## src/rtl/contador_bcd_ud_param.sv

```systemverilog
// rtl/contador_bcd_ud_param.sv - parametrised packed-BCD up/down counter with range, preload and carry/borrow
//
// Optional build macro: CONTADOR_BCD_SAT_EN
//   undefined : wrap mode, MAX_VAL -> MIN_VAL raises carry, MIN_VAL -> MAX_VAL raises borrow
//   defined   : saturating mode, count sticks at the range ends, carry/borrow stay 0

module contador_bcd_ud_param #(
    parameter int NDIG    = 2,
    parameter int MIN_VAL = 0,
    parameter int MAX_VAL = 59
) (
    input  logic              clk,
    input  logic              reset,
    input  logic              en_up,
    input  logic              en_down,
    input  logic              load,
    input  logic [4*NDIG-1:0] load_bcd,
    output logic [4*NDIG-1:0] digits,
    output logic              carry,
    output logic              borrow,
    output logic              load_err
);

    localparam int W = 4 * NDIG;

    // Decimal integer to packed BCD, evaluated only on constants at elaboration.
    function automatic logic [W-1:0] to_bcd(input int value);
        logic [W-1:0] r;
        int           v;
        r = '0;
        v = value;
        for (int i = 0; i < NDIG; i++) begin
            r[4*i +: 4] = 4'(v % 10);
            v           = v / 10;
        end
        return r;
    endfunction

    localparam logic [W-1:0] MIN_BCD = to_bcd(MIN_VAL);
    localparam logic [W-1:0] MAX_BCD = to_bcd(MAX_VAL);

    logic         en_up_q;
    logic         en_down_q;
    logic         up_tick;
    logic         down_tick;
    logic [W-1:0] inc_val;
    logic [W-1:0] dec_val;
    logic         nib_ok;
    logic         load_ok;
    logic         at_max;
    logic         at_min;
    logic [W-1:0] digits_nxt;
    logic         carry_nxt;
    logic         borrow_nxt;
    logic         load_err_nxt;

    // Rising-edge detect on the button levels; one tick per press.
    assign up_tick   = en_up & ~en_up_q;
    assign down_tick = en_down & ~en_down_q;

    assign at_max = (digits == MAX_BCD);
    assign at_min = (digits == MIN_BCD);

    // Per-digit BCD increment: a 9 rolls to 0 and carries into the next digit.
    always_comb begin
        logic c;
        inc_val = digits;
        c       = 1'b1;
        for (int i = 0; i < NDIG; i++) begin
            if (c) begin
                if (digits[4*i +: 4] >= 4'd9) begin
                    inc_val[4*i +: 4] = 4'd0;
                end else begin
                    inc_val[4*i +: 4] = digits[4*i +: 4] + 4'd1;
                    c                 = 1'b0;
                end
            end
        end
    end

    // Per-digit BCD decrement: a 0 rolls to 9 and borrows from the next digit.
    always_comb begin
        logic b;
        dec_val = digits;
        b       = 1'b1;
        for (int i = 0; i < NDIG; i++) begin
            if (b) begin
                if (digits[4*i +: 4] == 4'd0) begin
                    dec_val[4*i +: 4] = 4'd9;
                end else begin
                    dec_val[4*i +: 4] = digits[4*i +: 4] - 4'd1;
                    b                 = 1'b0;
                end
            end
        end
    end

    // Preload validity: every nibble a decimal digit, value inside the range.
    // With legal BCD nibbles the packed vector orders exactly like the decimal
    // value, so the range test is a plain vector compare. The leading 1 keeps
    // the lower-bound compare from degenerating to a constant when MIN_VAL is 0.
    always_comb begin
        nib_ok = 1'b1;
        for (int i = 0; i < NDIG; i++) begin
            if (load_bcd[4*i +: 4] > 4'd9) begin
                nib_ok = 1'b0;
            end
        end
        load_ok = nib_ok
                  && ({1'b1, load_bcd} >= {1'b1, MIN_BCD})
                  && (load_bcd <= MAX_BCD);
    end

    // Next count and pulses: load beats ticks, opposing ticks cancel.
    always_comb begin
        digits_nxt   = digits;
        carry_nxt    = 1'b0;
        borrow_nxt   = 1'b0;
        load_err_nxt = 1'b0;
        if (load) begin
            if (load_ok) begin
                digits_nxt = load_bcd;
            end else begin
                load_err_nxt = 1'b1;
            end
        end else if (up_tick && !down_tick) begin
            if (at_max) begin
`ifdef CONTADOR_BCD_SAT_EN
                digits_nxt = MAX_BCD;
`else
                digits_nxt = MIN_BCD;
                carry_nxt  = 1'b1;
`endif
            end else begin
                digits_nxt = inc_val;
            end
        end else if (down_tick && !up_tick) begin
            if (at_min) begin
`ifdef CONTADOR_BCD_SAT_EN
                digits_nxt = MIN_BCD;
`else
                digits_nxt = MAX_BCD;
                borrow_nxt = 1'b1;
`endif
            end else begin
                digits_nxt = dec_val;
            end
        end
    end

    // Edge-detect history runs through reset so a level held across release is not a tick.
    always_ff @(posedge clk) begin
        en_up_q   <= en_up;
        en_down_q <= en_down;
    end

    // Count and pulse registers.
    always_ff @(posedge clk) begin
        if (reset) begin
            digits   <= MIN_BCD;
            carry    <= 1'b0;
            borrow   <= 1'b0;
            load_err <= 1'b0;
        end else begin
            digits   <= digits_nxt;
            carry    <= carry_nxt;
            borrow   <= borrow_nxt;
            load_err <= load_err_nxt;
        end
    end

endmodule

```

## config.mk

```make
export PLATFORM = sky130hd
export DESIGN_NAME = contador_bcd_ud_param
export DESIGN_NICKNAME = d
export VERILOG_FILES = /design/src/rtl/contador_bcd_ud_param.sv
export SDC_FILE = /design/constraint.sdc
export NUM_CORES = 1
export LEC_CHECK = 0
export ABC_AREA = 0
export BUFFER_PORTS_ARGS = -buffer_cell sky130_fd_sc_hd__clkbuf_2
export CAP_MARGIN = 20
export CORE_MARGIN = 5
export CORE_UTILIZATION = 55
export CTS_BUF_LIST = sky130_fd_sc_hd__clkbuf_8
export DETAILED_ROUTE_END_ITERATION = 8
export PLACE_DENSITY = 0.92
export SLEW_MARGIN = 15
export SYNTH_ARGS = -nofsm -noshare
export SYNTH_HDL_FRONTEND = slang
export SYNTH_SLANG_ARGS = --single-unit
export TNS_END_PERCENT = 20
```

## constraint.sdc

```tcl
create_clock -name clk -period 4.96 [get_ports clk]
set_clock_uncertainty 0.2 [all_clocks]
set_input_delay 0.496 -clock clk [delete_from_list [all_inputs] [get_ports clk]]
set_output_delay 0.496 -clock clk [all_outputs]
set_load 0.03 [all_outputs]
```

### Word-level counts from Yosys, hierarchy flattened

Index checks and enable logic that the tools add are counted.

* eq/ne operators: 3
* muxes and demuxes: 19
* bitwise operators: 7
* add/subtract/negate cells: 4
* reductions and logical operators: 15
* magnitude comparators: 5

Operator list (count)
* two-way mux 8 bit: 6
* two-way mux 4 bit: 6
* adder 4 x 1 -> 4 bit (second input constant): 2
* == test 8 x 7 -> 1 bit (second input constant): 1
* greater-or-equal comparator 4 bit (second input constant): 2
* greater-than comparator 4 bit (second input constant): 2
* less-or-equal comparator 8 x 7 -> 1 bit (second input constant): 1
* zero test 4 bit: 2
* zero test 8 bit: 1
* subtractor 4 x 1 -> 4 bit (second input constant): 2
* two-way mux 1 bit: 7
* inverter 1 bit: 5
* inequality test 4 bit (second input constant): 1
* AND reduction 4 bit: 1
* nonzero test 4 bit: 1
* OR reduction 4 bit: 1
* logical AND 1 bit: 3
* nonzero test 3 bit: 1
* OR reduction 3 bit: 1
* AND 1 bit: 2
* zero test 1 bit: 2
* inequality test 2 x 1 -> 1 bit (second input constant): 1
* AND reduction 2 bit: 1
* OR reduction 2 bit: 1

* word-level logic and storage cells: 60
* bits in registers: 13
* bits of input ports: 13
* output and inout port bits: 11

### Depth between registers and ports, before layout

Gate-level depths: netlist (run 1).

* word-level depth: 7
* depth in mapped cells: 7
* gate-level depth less buffers: 7

### Worst setup path after synthesis (run 1)

Ideal clock, no wire load.

* path type: register to register
* from: reg digits[0]
* to: reg digits[4]
* path slack: 2.810 ns
* period minus slack after synthesis: 2.150 ns
* required time: 4.624 ns
* buffers on the path: 0
* stages on the path, launching flop included: 8
* setup time: 0.136 ns
* arrival time: 1.814 ns
* cells stage by stage: dfxtp_1 inv_1 ha_1 nor3b_1 nor4_2 nor3b_2 a2111oi_0 a211oi_1

* longest elaborated chain between the ends: 5
* elaborated cells between the ends (all ways): 14
* those cells by class: order compare (1); eq/ne (2); mux (7); reduce/logical (4)

RTL lines
* start, declared: RTL line 18 `output logic [4*NDIG-1:0] digits,`
* start signal, assigned: RTL line 165 `digits <= digits_nxt;`
* branches (longest 5 deep; another with greater-or-equal comparator 4 bit)

Several ways; the timed one is not identified. The select of a mux whose other input is x is not followed.
A chain may end at the register's enable or synchronous reset.

### Final worst setup path (run 1)

* from: reg digits[0]
* to: reg digits[6]

The elaborated chain is that of the path after synthesis.

==> results.toml, run 1 <==
[status]
outcome = "complete, no violations"

[drt]
wl_um = 2714
dr.pass1.iters = 4
vias = 1027
ant_nets = 0
avgRoutedWirePerCell_um = 16.45
drt_iter0_markers = 28
route.detailed.drc = 0
avgViaCountPerCell = 6.224

[clocking]
tritoncts = "built"
clockBufferDepth = 2
clk_pin_slew_ns = 0.06
insertion_delay_ns = 0.25
clockRootBuffer = "clkbuf_8"
cts_sinks = 13
cts-buffers-inserted = 3
cts_max_level = 1
hold_buffers = 0
post_cts_buffers = 0
postCtsResizedCells = 0

[place]
placed_area_um2 = 1130
finalWeightedCongestion = 0.9373
io_buffers = 23
pre_cts_ws_ns = 2.696
dp_hpwl_um = 2039

[synth]
async_flop_share_pct = 0
ys_types = 41
synth-main-ff-cell = "dfxtp_1"
syn_inst = 121
synth_edf_count = 0
ys_seq_elements = 13
synth_area_um2 = 1040
syn_nets = 140
ys_warn_count = 0
synth_seq_area_share_pct = 25.03
synth_top_cells_by_area = "dfxtp_1 25%, ha_1 7.2%, a211oi_1 4.3%, nor3b_2 3.6%, a221oi_1 3.4%"
synth.avg_cell_area_um2 = 8.593
yosysMostFrequentCell = "dfxtp_1"
yosys.area.top_type = "dfxtp_1"
synth_top_area_share_pct = 25.03
synth_common_cells = "13 x dfxtp_1, 9 x nor2_1, 8 x inv_1"

[finish]
layout-drive-gt1-share_pct = 27.14
antenna_cells = 0
syn2layout_area_growth_pct = 13.12
fin_nets = 160
design_area_um2 = 1176

[setup_path]
slowest_delay_ns = 0.37
endpoint_kind = "flop"
crit_fanout = 7
r2r_setup_slack_ns = 2.70
crit_arrival_ns = 2.17
reg2reg_to = "digits[6]$_SDFFE_PP0P_"
path_cells = "inv_1 > ha_1 > nor3b_2 > o21ai_1 > nor3b_2 > o311ai_0 > o31ai_1"
crit_path_top_delay_cell = "dfxtp_1"
required_ns = 4.87
r2r-start = "digits[0]$_SDFFE_PP0P_"
reg2reg_depth = 7
worstSetupPathType = "reg -> reg"
crit_family = "compound AO/OA/AOI/OAI gates"
cp.depth = 7
critPathLaunchType = "flop"
cp.buffers_inverters = 1
path_common_cell = "nor3b_2"

[flow_run]
maxCapViolCount = 0

[timing]
drv_slew = 0
finalHoldViolations = 0
min_period_ns = 2.257
holdWs_ns = 0.1689
worst_slack_ns = 2.703
relSlewSlack_pct = 63.86
rsz0062_at_grt = "no"
setup_viol = 0
fmax_mhz = 443.0
fin_crit_sh_pct = 45.51
tns_ns = 0
worstMarginPinSlew_ns = 0.5271

[worst_hold_path]
min_to = "en_up_q$_DFF_P_"
min_from = "en_up"
worstHoldPathCells = 1
hold_class = "in -> reg"

[global_routing]
grt_max_degree = 21
grt_antenna_before_repair = 0
grt_pass1_vias = 993
grt.total_usage_pct = 21.35
grt_pass1_wl_um = 4409
grt_overflow = 0

[floorplanning]
start_util_pct = 58.94
pin_count = 24
die_h_um = 53.48
die_w_um = 53.48
core_area_um2 = 1764
die_area_um2 = 2860
placementRows = 15

[pwr]
p_seq_share_pct = 36.0
netSwitchingFraction_pct = 37.81
power_density_nw_per_um2 = 297.7
vdd_drop_max_uv = 172.6
clockPowerShare_pct = 28.0
p_leak_nw = 0.4968
cellInternalPower_mw = 0.2177
p_comb_share_pct = 36.0
power.switching_mw = 0.1324
layout by cell type (no fill, tap or decap), drive strengths merged, types with 2 or more instances in the layout:
cell    netlist  final
nor2b         4      4
inv           8      8
nand2b        5      5
a221oi        4      4
o21ai         9      9
mux2          2      2
dfxtp        13     13
nor2          9      9
clkbuf        2     26
nor3b         5      5
nor3          3      3
nor4          6      6
a21oi         6      6
a211oi        6      6
mux2i         3      3
nand2         5      5
a221o         2      2
ha            6      6
nand4b        2      2
cells by family after synthesis:
logic type,Yosys count,synth area share [%]
AO/OA/AOI/OAI,35,24.07
XOR/XNOR,2,1.685
adder cells (fa/ha/maj),6,7.220
buffers and inverters,16,8.303
flip-flops,13,25.03
multiplexers,5,5.054
AND/OR/NAND/NOR,44,28.64
metal layers:
layer	routed length (um)	GRT usage [%]	share of wire [%]	up-vias
li1	-	-	-	494
met3	225	8.169	8.3	13
met1	1129	24.16	42	480
met5	0	0	0	-
met2	1295	35.71	48	40
met4	63	8.085	2.3	0
power groups by stage:
| stage | Combinational, mW | Clock (mW) | Sequential (mW) |
|---|---|---|---|
| 6_report | 0.126 | 0.0980 | 0.126 |
| 5_1_grt | 0.137 | 0.104 | 0.127 |
| 4_1_cts | 0.125 | 0.0989 | 0.126 |
| 3_5_place_dp | 0.124 | 0 | 0.127 |
| 3_3_place_gp | 0.119 | 0 | 0.127 |
| 2_1_floorplan | 0.0865 | 0 | 0.136 |
sequential cells by signal (all words and copies together), names as in the netlist:
register and count:
digits 8, borrow 1, en_down_q 1, en_up_q 1
carry 1, load_err 1
per-stage QoR:
step / instances / utilization, % / total power [mW]
after detailed placement: 161 / 64.04 / 0.2519
after floorplan: 121 / - / 0.2224
after global routing: 165 / 66.67 / 0.3683
final: 165 / 66.67 / 0.3501
after CTS: 165 / 66.67 / 0.3498
after global placement: 161 / 64.04 / 0.2461
area by class of cell:
cell class                 instances  area, um2
clock inverter                     1      5.005
multi-input combinational         92      693.2
inverter                           8      30.03
fill                             144      588.1
timing repair buffer              23      115.1
tap                               25      31.28
sequential                        13      260.3
clock buffer                       3      41.29
worst max path at each step:
stage                                       from                      to  slack (ns)
after floorplan           digits[0]$_SDFFE_PP0P_  digits[4]$_SDFFE_PP0P_        2.81
after global placement                     en_up  digits[4]$_SDFFE_PP0P_        2.79
after detailed placement                   en_up  digits[6]$_SDFFE_PP0P_        2.70
after CTS                 digits[0]$_SDFFE_PP0P_  digits[6]$_SDFFE_PP0P_        2.72
after global routing      digits[0]$_SDFFE_PP0P_  digits[4]$_SDFFE_PP0P_        2.54
final                     digits[0]$_SDFFE_PP0P_  digits[6]$_SDFFE_PP0P_        2.70
(Power assumes the default switching activity.)
==> run 2: changes to the inputs <==
--- a/config.mk
+++ b/config.mk
@@ -5,14 +5,14 @@
 export SDC_FILE = /design/constraint.sdc
 export NUM_CORES = 1
 export LEC_CHECK = 0
-export ABC_AREA = 0
+export ABC_AREA = 1
 export BUFFER_PORTS_ARGS = -buffer_cell sky130_fd_sc_hd__clkbuf_2
 export CAP_MARGIN = 20
 export CORE_MARGIN = 5
-export CORE_UTILIZATION = 55
+export CORE_UTILIZATION = 49
 export CTS_BUF_LIST = sky130_fd_sc_hd__clkbuf_8
 export DETAILED_ROUTE_END_ITERATION = 8
-export PLACE_DENSITY = 0.92
+export PLACE_DENSITY = 0.88
 export SLEW_MARGIN = 15
 export SYNTH_ARGS = -nofsm -noshare
 export SYNTH_HDL_FRONTEND = slang
==> constraint.sdc (replaced) <==
create_clock -name clk -period 1.9 [get_ports clk]
set_clock_uncertainty 0.2 [all_clocks]
set_input_delay 0.19 -clock clk [delete_from_list [all_inputs] [get_ports clk]]
set_output_delay 0.19 -clock clk [all_outputs]
set_load 0.03 [all_outputs]
==> run 2 against run 1 <==
Fmax grew 28%. Clock power grew 140%. Critical path depth grew 2. Combinational power grew to 3.1 times the previous value. Flip-flop and latch count is the same. Highest routed layer unchanged. Die area grew 7.7%. Total power grew to 2.7 times the previous value. Largest power group is now combinational logic. Global-route usage shrank 3.4 points. First-iteration DRC count grew 61%. Utilization shrank 2.1 points. Synthesized cell count grew 37%. Critical path type unchanged.
==> results.toml, run 2 <==
[timing]
tns_ns = 0
drv_slew = 0
fin_crit_sh_pct = 92.78
relSlewSlack_pct = 82.14
worstMarginPinSlew_ns = 0.2655
worst_slack_ns = 0.1372
rsz0062_at_grt = "no"
setup_viol = 0
min_period_ns = 1.763
fmax_mhz = 567.3
finalHoldViolations = 0

[drt]
avgRoutedWirePerCell_um = 12.33
route.detailed.drc = 0
wl_um = 2775
vias = 1204
avgViaCountPerCell = 5.351
dr.pass1.iters = 4
ant_nets = 0
drt_iter0_markers = 45

[flow_run]
maxCapViolCount = 0

[finish]
regMostFlops = "digits"
layout_commonest_cell = "nand2_1"
final_cell_mix = "47 x nand2_1, 23 x clkbuf_2, 19 x nor2_1, 15 x inv_1, 15 x nand3_1"
layout-drive-gt1-share_pct = 27.27
fin_nets = 218
syn2layout_area_growth_pct = 24.91
postLayoutCoreUtil_pct = 64.60
antenna_cells = 0
largest_reg_flops = 8

[floorplanning]
start_util_pct = 51.72
core_area_um2 = 1962
placementRows = 16
pin_count = 24
die_h_um = 55.51
die_area_um2 = 3081
die_w_um = 55.51

[place]
finalWeightedCongestion = 0.9505
io_buffers = 23
pre_cts_ws_ns = 0.08439
dp_hpwl_um = 2141

[clocking]
cts-buffers-inserted = 3
cts_sinks = 13
clockBufferDepth = 2
clk_pin_slew_ns = 0.05
tritoncts = "built"
insertion_delay_ns = 0.24
cts_max_level = 1
clockRootBuffer = "clkbuf_8"

[synth]
synth_edf_count = 0
syn_inst = 166
ys_warn_count = 0
synth_top_cells_by_area = "dfxtp_1 26%, nand2_1 18%, ha_1 7.4%, nand3_1 7.4%, nor2_1 7.4%"
syn_nets = 185
yosys.area.top_type = "dfxtp_1"
synth_top_area_share_pct = 25.65
ys_seq_elements = 13
synth_common_cells = "48 x nand2_1, 20 x nor2_1, 16 x inv_1"
synth-main-ff-cell = "dfxtp_1"
synth.avg_cell_area_um2 = 6.113
synth_area_um2 = 1015
yosysMostFrequentCell = "nand2_1"
async_flop_share_pct = 0
ys_types = 21
synth_seq_area_share_pct = 25.65

[pwr]
power_density_nw_per_um2 = 752.3
p_leak_nw = 0.7110
vdd_drop_max_uv = 632.7

[global_routing]
grt_max_degree = 11
grt_pass1_vias = 1127
grt.total_usage_pct = 17.96
grt_pass1_wl_um = 4581
grt_antenna_before_repair = 0
grt_overflow = 0

[setup_path]
critPathLaunchType = "flop"
required_ns = 1.84
crit_arrival_ns = 1.70
worstSetupPathType = "reg -> reg"
reg2reg_depth = 9
endpoint_kind = "flop"
crit_fanout = 7

[worst_hold_path]
hold_class = "in -> reg"
worstHoldPathCells = 3

[status]
outcome = "complete, no violations"
run 2: cell count changes after synthesis, sizes merged, moves of 3 or more:
| cell | previous run | this run |
|---|---|---|
| a211oi | 6 | 0 |
| a221oi | 4 | 0 |
| buf | 6 | 1 |
| inv | 8 | 23 |
| mux2i | 3 | 0 |
| nand2 | 5 | 54 |
| nand2b | 5 | 0 |
| nand3 | 0 | 15 |
| nand4 | 0 | 5 |
| nor2 | 9 | 24 |
| nor2b | 4 | 0 |
| nor3b | 5 | 0 |
| nor4 | 6 | 2 |
run 2: worst max-delay path: stages (launching register included):
cell and delay (ns):
dfxtp_2 0.35, inv_1 0.10, ha_2 0.25, nand3_1 0.19
nor2_1 0.21, inv_1 0.08, nand3_1 0.08, nand2_1 0.06
nor2_1 0.08, nor2_1 0.05
run 2: repair_timing:
item,in CTS,in global routing
buffers inserted,0,0
setup endpoints to repair,0,4
hold buffers,3,0
gates resized for setup,0,7
hold endpoints to repair,5,0
run 2: path summary, 6_finish.rpt:
kind	from	endpoint	slack, ns
hold reg to reg	en_down_q$_DFF_P_	borrow$_SDFF_PP0_	0.35
hold / removal	load_bcd[0]	digits[0]$_SDFFE_PP0P_	0.04
setup reg to reg	digits[0]$_SDFFE_PP0P_	digits[7]$_SDFFE_PP0P_	0.14
setup / recovery	digits[0]$_SDFFE_PP0P_	digits[7]$_SDFFE_PP0P_	0.14
run 2: cell type report:
class	instances	area, um2
Clock inverter	1	3.754
Fill cell	204	694.4
Timing Repair Buffer	29	167.7
Sequential cell	13	261.5
Multi-Input combinational cell	129	673.1
Tap cell	27	33.78
Clock buffer	3	41.29
Inverter	23	86.33
run 2: per-stage QoR:
step / instance area (um2) / hold WS (ns) / std cells / total power, mW
floorplan: 1015 / 0.01772 / 166 / 0.5984
global placement: 1181 / 0.1222 / 218 / 0.6885
detailed placement: 1181 / 0.1255 / 218 / 0.6994
CTS: 1256 / 0.04182 / 225 / 0.9445
global route: 1267 / 0.03543 / 225 / 1.020
finish: 1267 / 0.04451 / 225 / 0.9535
run 2: cell families after synthesis:
family	synth area share, %
buf+inv	9.001
compound gates	10.48
flops	25.65
simple gates	46.61
fa+ha+maj	7.398
xor+xnor	0.8633
run 2: metal layers:
metal / track usage [%] / wire length, um
met5: 0 / 0
met4: 7.292 / 52
met3: 2.797 / 189
met2: 32.26 / 1370
met1: 20.92 / 1163
run 2: where the power goes:
part	total, mW	internal (mW)	switching (mW)
Sequential	0.326	0.297	0.0284
Clock	0.240	0.143	0.0973
Combinational	0.388	0.135	0.253
Total	0.954	0.575	0.379
==> run 3: changes to the inputs <==
--- a/config.mk
+++ b/config.mk
@@ -8,11 +8,11 @@
 export ABC_AREA = 1
 export BUFFER_PORTS_ARGS = -buffer_cell sky130_fd_sc_hd__clkbuf_2
 export CAP_MARGIN = 20
-export CORE_MARGIN = 5
+export CORE_MARGIN = 2
 export CORE_UTILIZATION = 49
 export CTS_BUF_LIST = sky130_fd_sc_hd__clkbuf_8
 export DETAILED_ROUTE_END_ITERATION = 8
-export PLACE_DENSITY = 0.88
+export PLACE_DENSITY = 0.78
 export SLEW_MARGIN = 15
 export SYNTH_ARGS = -nofsm -noshare
 export SYNTH_HDL_FRONTEND = slang
==> run 3 against run 2 <==
Critical path depth rose by 2. Combinational power decreased by 3%. Clock-buffer cell count did not move. Hold slack better by 0.031 ns. Utilization down 0.45 points. Global-route usage increased by 4.4 points. Fmax shrank 0.25%. Cell count is 0.44% lower. Clock power hardly changed. Register-to-register slack better by 0.02 ns. Non-clock buffer count down 1. Via count decreased by 2.4%. Critical path type is now in -> reg. Largest cell class unchanged.
==> results.toml, run 3 (synthesis results as in run 2) <==
[pwr]
netSwitchingFraction_pct = 39.75
cellInternalPower_mw = 0.5723
p_leak_nw = 0.7066
clockPowerShare_pct = 25.5
p_seq_share_pct = 34.9
vdd_drop_max_uv = 534.6
power_density_nw_per_um2 = 754.7
p_comb_share_pct = 39.6
power.switching_mw = 0.3776

[worst_hold_path]
min_to = "digits[0]$_SDFFE_PP0P_"
worstHoldPathCells = 3
min_from = "load_bcd[0]"
hold_class = "in -> reg"

[clocking]
clk_pin_slew_ns = 0.05
tritoncts = "built"
cts_max_level = 1
cts_sinks = 13
post_cts_buffers = 0
clockRootBuffer = "clkbuf_8"
insertion_delay_ns = 0.24
clockBufferDepth = 2
cts-buffers-inserted = 3

[floorplanning]
start_util_pct = 51.72
die_w_um = 49.51
placementRows = 16
pin_count = 24
core_area_um2 = 1962
die_area_um2 = 2451
die_h_um = 49.51

[drt]
dr.pass1.iters = 5
route.detailed.drc = 0
vias = 1175
ant_nets = 0
drt_iter0_markers = 41
wl_um = 2642
avgRoutedWirePerCell_um = 11.79
avgViaCountPerCell = 5.246

[setup_path]
cp-startpoint = "en_up"
cp.buffers_inverters = 3
crit_fanout = 7
crit_path_top_delay_cell = "dlygate4sd3_1"
reg2reg_to = "digits[6]$_SDFFE_PP0P_"
path_common_cell = "nor2_4"
worstSetupPathType = "in -> reg"
slowest_delay_ns = 0.53
r2r-start = "digits[1]$_SDFFE_PP0P_"
r2r_setup_slack_ns = 0.16
required_ns = 1.84
reg2reg_depth = 11
critPathLaunchType = "input pin"
endpoint_kind = "flop"
crit_family = "simple AND/OR/NAND/NOR gates"
path_cells = "dlygate4sd3_1 > clkbuf_2 > inv_2 > nor2_4 > nand3_1 > nor2_2 > nor2_4 > nand2_4 > nand2_2 > nand2_1 > nor2_1"
crit_arrival_ns = 1.71

[timing]
rsz0062_at_grt = "no"
min_period_ns = 1.767
holdWs_ns = 0.07583
relSlewSlack_pct = 81.88
setup_viol = 0
worstMarginPinSlew_ns = 0.2714
fmax_mhz = 565.8
fin_crit_sh_pct = 93.02
finalHoldViolations = 0
tns_ns = 0
drv_slew = 0

[finish]
regMostFlops = "digits"
layout-drive-gt1-share_pct = 25.89
syn2layout_area_growth_pct = 24.04
antenna_cells = 0
n_fill_cell = 200
fin_nets = 217
multi_input_area_um2 = 668.1
final_cell_mix = "47 x nand2_1, 23 x clkbuf_2, 20 x nor2_1, 16 x inv_1, 15 x nand3_1"
regArea_um2 = 262.8
layout_commonest_cell = "nand2_1"
largest_reg_flops = 8

[place]
finalWeightedCongestion = 1.005
dp_hpwl_um = 1972
io_buffers = 23

[global_routing]
grt_pass1_vias = 995
grt_antenna_before_repair = 0
grt_max_degree = 11
grt_pass1_wl_um = 4250
grt_overflow = 0
grt.total_usage_pct = 22.35

[status]
outcome = "complete, no violations"

[flow_run]
maxCapViolCount = 0
[run 3: changes by cell type in the layout (fill, tap and decap cells not counted), sizes merged]
cell  previous run  this run
buf              3         2
[run 3: tightest hold or removal path, delay by kind of cell]
| family | cells | cell delay [ns] |
|---|---|---|
| compound gates | 2 | 0.20 |
| buf+inv | 1 | 0.09 |
[run 3: worst max-delay path by stage]
| stage | end | depth (start not counted) |
|---|---|---|
| floorplan | digits[4]$_SDFFE_PP0P_ | 10 |
| global placement | digits[7]$_SDFFE_PP0P_ | 10 |
| detailed placement | digits[4]$_SDFFE_PP0P_ | 10 |
| CTS | digits[6]$_SDFFE_PP0P_ | 10 |
| global route | digits[6]$_SDFFE_PP0P_ | 12 |
| finish | digits[6]$_SDFFE_PP0P_ | 11 |
[run 3: final cells by class]
class,count,share of cell area [%]
multi-input combinational,129,53.08
inverter,23,7.058
tap,27,2.684
clock inverter,1,0.2982
timing repair buffer,28,12.72
clock buffer,3,3.280
sequential,13,20.87
[run 3: through the flow]
stage	instances	cell area (um2)	power, mW	worst slack, ns	utilization [%]
2_1_floorplan	166	1015	0.5984	0.02526	-
3_3_place_gp	217	1174	0.6887	0.1150	59.82
3_5_place_dp	217	1174	0.6953	0.07738	59.82
4_1_cts	224	1249	0.9440	0.06773	63.65
5_1_grt	224	1259	1.013	0.01246	64.16
6_report	224	1259	0.9499	0.1327	64.16
[run 3: timing repair]
action	CTS	global route
endpoints found under the setup margin	0	6
gates resized for setup	0	6
hold buffers	3	0
endpoints found under the hold margin	5	0
[run 3: power by group through the flow]
stage	combinational, mW	clock [mW]	sequential (mW)
6_report	0.376	0.242	0.331
3_5_place_dp	0.360	0	0.335
2_1_floorplan	0.229	0	0.370
4_1_cts	0.368	0.247	0.329
5_1_grt	0.419	0.259	0.335
3_3_place_gp	0.356	0	0.332
[run 3: layer usage]
layer	part of all wire [%]	up-vias	routed length [um]	global-route usage (%)
li1	-	594	-	-
met1	43	527	1138	29.90
met2	49	49	1286	35.81
met3	7.1	5	187	3.333
met4	1.1	0	29	9.722
met5	0	-	0	0
